==> src/rtl/mfp_uart_transmitter_pkg.sv <==
// mfp_uart_transmitter_pkg: frame constants and TX state encoding shared by the UART transmitter.
// Rev 1.0
`default_nettype none

package mfp_uart_transmitter_pkg;

  localparam int MFP_UART_DATA_BITS = 8;
  localparam int MFP_UART_STOP_BITS = 1;

  typedef enum logic [1:0] {
    MFP_UART_IDLE  = 2'd0,
    MFP_UART_START = 2'd1,
    MFP_UART_DATA  = 2'd2,
    MFP_UART_STOP  = 2'd3
  } mfp_uart_state_t;

endpackage

`default_nettype wire

==> src/rtl/mfp_uart_tx_fifo.sv <==
// mfp_uart_tx_fifo: circular-buffer FIFO with registered ready/empty/count flags.
// Rev 1.0
`default_nettype none

module mfp_uart_tx_fifo #(
  parameter int DEPTH = 16,
  parameter int WIDTH = 8
) (
  input  logic                     clk,
  input  logic                     rst_n,
  input  logic                     push_req,
  input  logic [WIDTH-1:0]         wr_data,
  input  logic                     pop,
  output logic [WIDTH-1:0]         rd_data,
  output logic                     ready,
  output logic                     empty,
  output logic [$clog2(DEPTH):0]   count,
  output logic [$clog2(DEPTH):0]   count_next
);

  localparam int AW = $clog2(DEPTH);
  localparam int CW = AW + 1;

  logic [WIDTH-1:0] mem [DEPTH];
  logic [AW-1:0]    wr_ptr;
  logic [AW-1:0]    rd_ptr;
  logic             push;

  // ready is registered, so a pop at full never frees space for a same-cycle push
  assign push    = push_req && ready;
  assign rd_data = mem[rd_ptr];

  always_comb begin
    count_next = count;
    case ({push, pop})
      2'b10:   count_next = count + CW'(1);
      2'b01:   count_next = count - CW'(1);
      default: count_next = count;
    endcase
  end

  always_ff @(posedge clk) begin
    if (push) begin
      mem[wr_ptr] <= wr_data;
    end
  end

  always_ff @(posedge clk or negedge rst_n) begin
    if (!rst_n) begin
      wr_ptr <= '0;
      rd_ptr <= '0;
      count  <= '0;
      ready  <= 1'b1;
      empty  <= 1'b1;
    end else begin
      if (push) wr_ptr <= wr_ptr + AW'(1);
      if (pop)  rd_ptr <= rd_ptr + AW'(1);
      count <= count_next;
      ready <= (count_next != CW'(DEPTH));
      empty <= (count_next == '0);
    end
  end

endmodule

`default_nettype wire

==> src/rtl/mfp_uart_transmitter.sv <==
// mfp_uart_transmitter: 8N1 LSB-first UART transmitter fed by a small byte FIFO.
// Rev 1.0
`default_nettype none

module mfp_uart_transmitter
  import mfp_uart_transmitter_pkg::*;
#(
  parameter int CLOCK_FREQUENCY = 50_000_000,
  parameter int BAUD_RATE       = 115200,
  parameter int FIFO_DEPTH      = 16
) (
  input  logic                          HCLK,
  input  logic                          HRESETn,
  input  logic [7:0]                    byte_data,
  input  logic                          byte_valid,
  output logic                          byte_ready,
  output logic                          tx,
  output logic                          busy,
  output logic [$clog2(FIFO_DEPTH):0]   fifo_count,
  output logic                          overflow
);

  localparam int CLKS_PER_BIT = CLOCK_FREQUENCY / BAUD_RATE;
  localparam int BW           = $clog2(CLKS_PER_BIT);
  localparam int CW           = $clog2(FIFO_DEPTH) + 1;

  mfp_uart_state_t      state;
  logic [BW-1:0]        baud_cnt;
  logic [2:0]           bit_idx;
  logic [7:0]           shift;
  logic                 baud_last;
  logic                 pop;
  logic                 frame_next;
  logic                 fifo_empty;
  logic [7:0]           fifo_rd_data;
  logic [CW-1:0]        fifo_count_next;

  mfp_uart_tx_fifo #(
    .DEPTH (FIFO_DEPTH),
    .WIDTH (8)
  ) u_fifo (
    .clk        (HCLK),
    .rst_n      (HRESETn),
    .push_req   (byte_valid),
    .wr_data    (byte_data),
    .pop        (pop),
    .rd_data    (fifo_rd_data),
    .ready      (byte_ready),
    .empty      (fifo_empty),
    .count      (fifo_count),
    .count_next (fifo_count_next)
  );

  assign baud_last = (baud_cnt == BW'(CLKS_PER_BIT - 1));

  // Popping at the last stop cycle chains the next start bit with no idle gap
  assign pop = !fifo_empty &&
               ((state == MFP_UART_IDLE) || (state == MFP_UART_STOP && baud_last));

  assign frame_next = pop ||
                      ((state != MFP_UART_IDLE) && !(state == MFP_UART_STOP && baud_last));

  always_ff @(posedge HCLK or negedge HRESETn) begin
    if (!HRESETn) begin
      state    <= MFP_UART_IDLE;
      baud_cnt <= '0;
      bit_idx  <= '0;
      shift    <= '0;
      tx       <= 1'b1;
      busy     <= 1'b0;
      overflow <= 1'b0;
    end else begin
      overflow <= byte_valid && !byte_ready;
      busy     <= frame_next || (fifo_count_next != '0);
      case (state)
        MFP_UART_IDLE: begin
          tx       <= 1'b1;
          baud_cnt <= '0;
          if (pop) begin
            shift <= fifo_rd_data;
            tx    <= 1'b0;
            state <= MFP_UART_START;
          end
        end
        MFP_UART_START: begin
          if (baud_last) begin
            baud_cnt <= '0;
            bit_idx  <= '0;
            tx       <= shift[0];
            state    <= MFP_UART_DATA;
          end else begin
            baud_cnt <= baud_cnt + BW'(1);
          end
        end
        MFP_UART_DATA: begin
          if (baud_last) begin
            baud_cnt <= '0;
            if (bit_idx == 3'(MFP_UART_DATA_BITS - 1)) begin
              tx    <= 1'b1;
              state <= MFP_UART_STOP;
            end else begin
              bit_idx <= bit_idx + 3'd1;
              shift   <= shift >> 1;
              tx      <= shift[1];
            end
          end else begin
            baud_cnt <= baud_cnt + BW'(1);
          end
        end
        MFP_UART_STOP: begin
          if (baud_last) begin
            baud_cnt <= '0;
            if (pop) begin
              shift <= fifo_rd_data;
              tx    <= 1'b0;
              state <= MFP_UART_START;
            end else begin
              tx    <= 1'b1;
              state <= MFP_UART_IDLE;
            end
          end else begin
            baud_cnt <= baud_cnt + BW'(1);
          end
        end
        default: begin
          tx    <= 1'b1;
          state <= MFP_UART_IDLE;
        end
      endcase
    end
  end

endmodule

`default_nettype wire
==> config.mk <==
export PLATFORM = sky130hd
export DESIGN_NAME = mfp_uart_transmitter
export DESIGN_NICKNAME = d
export VERILOG_FILES = /design/src/rtl/mfp_uart_transmitter_pkg.sv /design/src/rtl/mfp_uart_tx_fifo.sv /design/src/rtl/mfp_uart_transmitter.sv
export SDC_FILE = /design/constraint.sdc
export NUM_CORES = 1
export LEC_CHECK = 0
export ABC_AREA = 1
export CAP_MARGIN = 40
export CORE_UTILIZATION = 47
export DETAILED_ROUTE_END_ITERATION = 6
export PLACE_DENSITY = 0.72
export SETUP_SLACK_MARGIN = 0.02
export SLEW_MARGIN = 30
export SYNTH_ARGS = -nofsm -noshare
export SYNTH_HDL_FRONTEND = slang
export SYNTH_HIERARCHICAL = 1
export SYNTH_SLANG_ARGS = --single-unit
export TNS_END_PERCENT = 20
==> constraint.sdc <==
create_clock -name HCLK -period 2.98 [get_ports HCLK]
set_clock_uncertainty 0.15 [all_clocks]
set_input_delay 0.745 -clock HCLK [delete_from_list [all_inputs] [get_ports HCLK]]
set_output_delay 0.745 -clock HCLK [all_outputs]
set_load 0.01 [all_outputs]
==> results.cfg <==
[status]
outcome = finished clean

[final_layout]
drive_gt1_share_pct = 13.0
fin_cells = 882
fill_cells = 1230
stdcell_area_um2 = 8410
final_util_pct = 55.6
seqCellArea_um2 = 4850
multi_input_comb_area_um2 = 2200
num-nets-final = 710
synthToLayoutAreaGrowth_pct = 15.8
antennaDiodeCount = 0

[timing]
setup_viol = 0
clock.fmax_ghz = 0.354
slew_headroom_pct = 54.4
fin_crit_sh_pct = 94.8
final.setup.worst_slack_ns = 0.154
worst_slew_pin_slew_ns = 0.682
hold_viol_final = 0
slew_violations = 0
fin_crit_ns = 2.83
tns_ns = 0
hold_ws_ns = 0.0755

[floorplan]
core_area_um2 = 15100
start_util_pct = 48.0
num_rows = 45
die_w_um = 126
die_h_um = 126
die_area_um2 = 16000
io-pin-count = 20

[synthesis]
syn_area_um2 = 7270
ys_ff_latch = 168
syn-num-nets = 671
postSynthCellCount = 642
yosysWarnings = 6
ys_seq_area_share_pct = 66.7
yosys.area.top_type = edfxtp_1
synth_cell_types = 33
synth.top_cells.by_area = edfxtp_1 53%, dfrtp_1 13%, nand2_1 5.3%, nor2_1 5.1%, o21ai_0 3.6%
synth_top_area_share_pct = 52.9
syn_area_per_cell_um2 = 11.3

[clocking]
cts_hold_buf = 0
cts_tree = done
clock_latency_ns = 0.43
htreeDepth = 4
clk_pin_slew_ns = 0.06
cts_sinks = 168
root_buffer = clkbuf_16
numCtsBuffers = 17
clockBufferDepth = 2

[power]
seqPwrFrac_pct = 36.5
pwr-share-comb_pct = 39.1
pwr-share-clk_pct = 24.5
cellLeakagePower_nw = 3.21
p_per_area_nw_per_um2 = 1020
ir_drop_v = 0.000583
total_power_mw = 8.62
p_int_mw = 5.20
p_switching_mw = 3.42
p_sw_share_pct = 39.7

[drt]
drc_errors = 0
routed_wl_mm = 16.0
viasPerCell = 5.65
post_drt_wl_per_cell_um = 18.2
vias = 4981
drtPass1Iterations = 5
ant_nets = 0
first_iter_violations = 427

[setup_path]
cp_slowest_cell = dfrtp_1
start_kind = flop
path_class = flop to flop
endpoint_kind = flop
path_cells = inv_1 -> ha_1 -> nand2_1 -> nor2_2 -> nand3_1 -> nand2_2 -> nand2_4 -> inv_2 -> ha_4 -> nand2_1 -> inv_1 -> nor2_2 -> ha_1 -> inv_1 -> nand2_1 -> inv_1 -> o21ai_0 -> nand3_1 -> nand2_2 -> nor4_4 -> nand3_1
critPathRequiredTime_ns = 3.11
reg2reg_setup_slack_ns = 0.15
crit_top_cell = inv_1
cp.arrival_ns = 2.96
slowest_delay_ns = 0.40
path_max_fanout = 7

[placed_design]
io_buffers = 19
dp_slack_ns = -0.150
place_area_um2 = 7770
gp_congestion = 0.832
dpl.cell_count = 846
hpwl_mm = 9.86

[grt]
grt_pass1_vias = 4867
overflow = 0
antenna_found_initial = 0
grt_start_max_net_pins = 68
grt.total_usage_pct = 21.4
grt_pass1_wl_mm = 25.6

[worst_hold_path]
min_path_type = input pin to asynchronous set/reset pin

[job]
cap_violations = 0
final timing paths:
kind | start | end | cells after the start
max in group asynchronous | HRESETn | u_fifo/empty | 2
hold / removal | HRESETn | overflow | 1
setup reg to reg | baud_cnt[1] | busy | 21
setup / recovery | baud_cnt[1] | busy | 21
min in group HCLK | shift[1] | shift[1] | 2
hold reg to reg | shift[1] | shift[1] | 2
cells in the mapped netlist:
cell type	n
dfrtp_1	37
nand2_1	102
nor3_2	1
nor3b_1	1
o21ai_0	53
nor3_1	7
nor2_2	4
o22ai_1	10
buf_4	1
clkbuf_1	14
nand2_4	2
dfstp_2	3
buf_2	11
nand3_1	31
nor4_1	1
o21ai_1	19
a21oi_1	6
ha_1	18
clkinv_1	2
a21oi_4	2
xnor2_1	2
inv_1	32
edfxtp_1	128
o211ai_1	9
or2_1	1
o2111ai_1	1
and3_2	1
xor2_1	8
o221ai_1	23
nor2_1	98
inv_2	5
nand4_1	3
nand2_2	6
registers in the layout, indices dropped and copies added, names as in the netlist, 2 cells and up:
register       cells
bit_idx            3
u_fifo/rd_ptr      4
u_fifo/count       5
u_fifo/mem       128
baud_cnt           9
u_fifo/wr_ptr      4
shift              8
state              2
repair_timing:
item	in CTS	in global routing
buffers inserted	0	4
gates resized for setup	2	9
pin swaps	0	4
cloned	0	0
endpoints found under the setup margin	1	4
worst max-delay path, delay by kind of cell (launching register included):
family	cells	cell delay, ns
AO/OA/AOI/OAI	1	0.09
flip-flops	1	0.40
AND/OR/NAND/NOR	12	1.19
buffers and inverters	5	0.35
adder cells (fa/ha/maj)	3	0.52
cells in the final DEF (no fill, tap or decap), types with 5 or more instances in the layout:
| cell type | count |
|---|---|
| nor2_2 | 6 |
| a21oi_1 | 6 |
| inv_2 | 6 |
| dfrtp_1 | 35 |
| ha_1 | 17 |
| inv_1 | 31 |
| nand2_2 | 6 |
| o21ai_1 | 19 |
| nor2_1 | 96 |
| o22ai_1 | 10 |
| clkbuf_16 | 17 |
| clkdlybuf4s50_1 | 18 |
| o221ai_1 | 23 |
| nand2_1 | 101 |
| nor3_1 | 7 |
| o211ai_1 | 9 |
| nand3_1 | 30 |
| buf_4 | 25 |
| edfxtp_1 | 128 |
| xor2_1 | 8 |
| o21ai_0 | 53 |
| inv_6 | 5 |
kinds of logic (layout without fill, tap and decap cells):
logic type                 count (synthesis)  after routing  share of synthesized area [%]
AOI/OAI and AO/OA                        123            123                           10.5
DFF                                      168            168                           66.7
xor gates and xnor gates                  10             10                           1.21
and+or+nand+nor                          258            258                           14.9
adders and majority gates                 18             18                           3.10
buffers and inverters                     65            117                           3.60
per-layer routing:
| metal | vias up | track usage [%] | routed length (µm) |
|---|---|---|---|
| li1 | 2342 | - | - |
| met1 | 2435 | 28.4 | 6930 |
| met2 | 181 | 35.2 | 7990 |
| met3 | 23 | 4.60 | 892 |
| met4 | 0 | 7.30 | 232 |
| met5 | - | 0 | 0 |
power by group through the flow:
stage	registers, mW	clock network (mW)	logic (mW)
floorplan	3.13	0	2.28
CTS	3.14	2.15	3.25
global route	3.19	2.24	3.74
global placement	3.16	0	3.08
finish	3.14	2.11	3.37
detailed placement	3.18	0	3.21
layout make-up:
type	instances	area share, %
well taps	188	2.80
multi-input cells	409	26.2
repair buffers	46	4.91
clock buffers	18	5.10
inverters	39	1.74
flip-flops and latches	168	57.7
clock inverters	14	1.62
Note: power is estimated with default switching activity, not from simulation.
==> variant: new RTL, same flow settings <==
Re-encode `mfp_uart_state_t` (4 states) as one-hot, 4 bits wide.
--- a/src/rtl/mfp_uart_transmitter_pkg.sv
+++ b/src/rtl/mfp_uart_transmitter_pkg.sv
@@ -7,11 +7,11 @@
   localparam int MFP_UART_DATA_BITS = 8;
   localparam int MFP_UART_STOP_BITS = 1;
 
-  typedef enum logic [1:0] {
-    MFP_UART_IDLE  = 2'd0,
-    MFP_UART_START = 2'd1,
-    MFP_UART_DATA  = 2'd2,
-    MFP_UART_STOP  = 2'd3
+  typedef enum logic [3:0] {
+    MFP_UART_IDLE  = 4'b0001,
+    MFP_UART_START = 4'b0010,
+    MFP_UART_DATA  = 4'b0100,
+    MFP_UART_STOP  = 4'b1000
   } mfp_uart_state_t;
 
 endpackage
Behaviour: no difference found for any inputs over 10 cycles, from zero or initial values and one cycle with HRESETn low; not proved beyond that.
==> variant against the unedited design <==
Power up 0.20%; count of clock-buffer cells in the layout up 1; global-route usage down 0.24 points; worst setup slack better by 0.076 ns; wire length up 0.53%; critical endpoint unchanged; area after synthesis up 3.3%; final area up 2.4%; fmax up 2.8%; sequential cell count up 2; die area up 3.3%.
==> variant: results (changes against the unedited design) <==
- The run finished with clean final reports.
- The first-pass GRT wire length was 25860 um (+0.97%).
* Input/output buffers: 19 (unchanged)
* Overall fraction of global-route tracks in use: 21.17% (-0.24 points)
- The maximum root-to-sink buffer count is 2 (unchanged).
* Count of TritonRoute iterations in the first routing pass: 6 (+1)
* Cell at the slowest stage of the critical path: sky130_fd_sc_hd__dfrtp_1
* GPL Wtd Cong: 0.8085 (-2.8%)
- Family with the most delay on the worst path: simple AND/OR/NAND/NOR gates
- Top flop regs: u_fifo/mem (128), baud_cnt (9), shift (8)
- The count of flip-flops with a built-in enable after synthesis came to 128 (unchanged).
- In this run the worst hold path is classified as in -> async.
* Filler instances: 1259 (+2.4%)
- The commonest cells after synthesis are sky130_fd_sc_hd__edfxtp_1, sky130_fd_sc_hd__nor2_1, sky130_fd_sc_hd__nand2_1, sky130_fd_sc_hd__o21ai_0.
- The number of distinct standard cells referenced by the synthesized netlist came to 35 (+6.1%).
- Detailed placement HPWL: 10070 um (+2.2%)
- The detailed router's first-iteration violation count is 495 (+16%).
- Among all flip-flop cells after synthesis, the most frequent one is sky130_fd_sc_hd__edfxtp_1.
- The critical path data arrival time is 2.89 ns (-0.07 ns).
- Wirelength per Cell: 17.37 um (-4.6%)
* Static leakage: 0.003191 uW (-0.46%)
- The total cell area at the placement stage was 8058 um2 (+3.7%).
* Largest net degree at the start of global routing: 68 (unchanged)
* Hold_buf cts: 0 (unchanged)
* Cell at the root of the clock tree: sky130_fd_sc_hd__clkbuf_16
- Met2 Usage GRT: 34.94% (-0.22 points)
* Flip-flop count of the largest register, all copies and words added: 128 (unchanged)
- The met3 track demand over resource is 4.449% (-0.15 points).
- Maximum fanout along the worst path: 5 (-2)
* Count of antenna diodes in the layout: 0 (unchanged)
- Initial antenna violation count: 0 (unchanged)
- Met1 routing resource usage after global routing: 28.03% (-0.33 points)
* Number of levels in the clock H-tree: 4 (unchanged)
* Placement-stage worst setup slack: -0.02025 ns (+0.1299 ns)
- The via count of the first global-routing pass came to 4992 (+2.6%).
- Number of buffers added by the clock tree synthesis step: 17 (unchanged)
- The Yosys warning count was 6 (unchanged).
* Clock insertion delay at the later pin of the skew report: 0.43 ns (about the same)
* Fraction of registers with async set/reset: 24.71% (+0.90 points)
- The clock transition time at the flip-flop clock pins of the worst setup and hold paths was 0.06 ns (about the same).
- The post-detailed-route via-to-cell ratio is 5.507 (-2.5%).
- Rel. slew slack: 54.67% (+0.26 points)
- Maximum vdd ir drop: 511.0 uV (-12%)
* Mapped Nets: 689 (+2.7%)
* Final #Nets: 729 (+2.7%)
* Largest incremental delay on the critical path: just under 0.4 ns
- The fraction of layout cells with a size suffix above 1 was 16.02% (+3.0 points).
- Largest cells by area after synthesis: sky130_fd_sc_hd__edfxtp_1, sky130_fd_sc_hd__dfrtp_1, sky130_fd_sc_hd__nor2_1
- Sequential fraction of the synthesis area: 65.24% (-1.5 points)
[variant: changes by cell type in the layout (fill, tap and decap cells not counted), sizes merged, moves of 3 or more]
cell,delta
ha,-6
inv,+7
nor3,-5
o22ai,+4
a21oi,-5
nor2,+9
o21ai,+15
nand4,+3
[variant: cell type report]
cell class	count	area [um2]	share of cell area, %
sequential	170	4901	56.89
multi-input combinational	422	2323	26.97
clock buffer	19	432.9	5.025
timing repair buffer	47	420.4	4.880
tap	211	264.0	3.065
inverter	48	180.2	2.092
clock inverter	12	92.59	1.075
[variant: power by group]
part / total [uW] / internal [uW] / switching, uW / leakage, uW
Clock: 2000 / 1070 / 932 / 0.000249
Combinational: 3460 / 1150 / 2300 / 0.00126
Sequential: 3180 / 2960 / 223 / 0.00168
[variant: path summary, 6_finish.rpt]
| kind | to | slack, ns | startpoint | depth (start not counted) |
|---|---|---|---|---|
| hold / removal | baud_cnt[8]$_DFFE_PN0P_ | 0.09 | HRESETn | 1 |
| max in group asynchronous | u_fifo/rd_ptr[0]$_DFFE_PN0P_ | 2.11 | HRESETn | 2 |
| setup / recovery | busy$_DFF_PN0_ | 0.23 | baud_cnt[1]$_DFFE_PN0P_ | 21 |
| setup reg to reg | busy$_DFF_PN0_ | 0.23 | baud_cnt[1]$_DFFE_PN0P_ | 21 |
| hold reg to reg | bit_idx[2]$_DFFE_PN0P_ | 0.34 | bit_idx[2]$_DFFE_PN0P_ | 2 |
| min in group HCLK | bit_idx[2]$_DFFE_PN0P_ | 0.34 | bit_idx[2]$_DFFE_PN0P_ | 2 |
[variant: kinds of logic (layout without fill, tap and decap cells)]
kind of cell / after synthesis / in the layout / synth area share [%]
AOI/OAI and AO/OA: 136 / 136 / 11.15
xor gates and xnor gates: 12 / 12 / 1.400
adders and majority gates: 12 / 12 / 1.999
buffers and inverters: 74 / 126 / 4.132
DFF: 170 / 170 / 65.24
and+or+nand+nor: 262 / 262 / 16.08
[variant: what timing repair did]
action | 4_1_cts | 5_1_grt
endpoints found under the setup margin | 0 | 3
buffers inserted | 0 | 1
endpoints found under the hold margin | 0 | 0
resized for setup | 0 | 6
[variant: per-stage QoR]
stage                     utilization (%)  TNS [ns]  cells
after floorplan                         -         0    666
after global placement              52.29         0    896
after detailed placement            52.42  -0.02025    897
after CTS                           55.84         0    928
after global routing                56.04         0    929
final                               56.04         0    929
[variant: routing by layer]
layer	routed length [um]	up-vias
met2	7977	171
met1	6951	2513
met5	0	-
met3	1003	15
li1	-	2417
met4	201	0
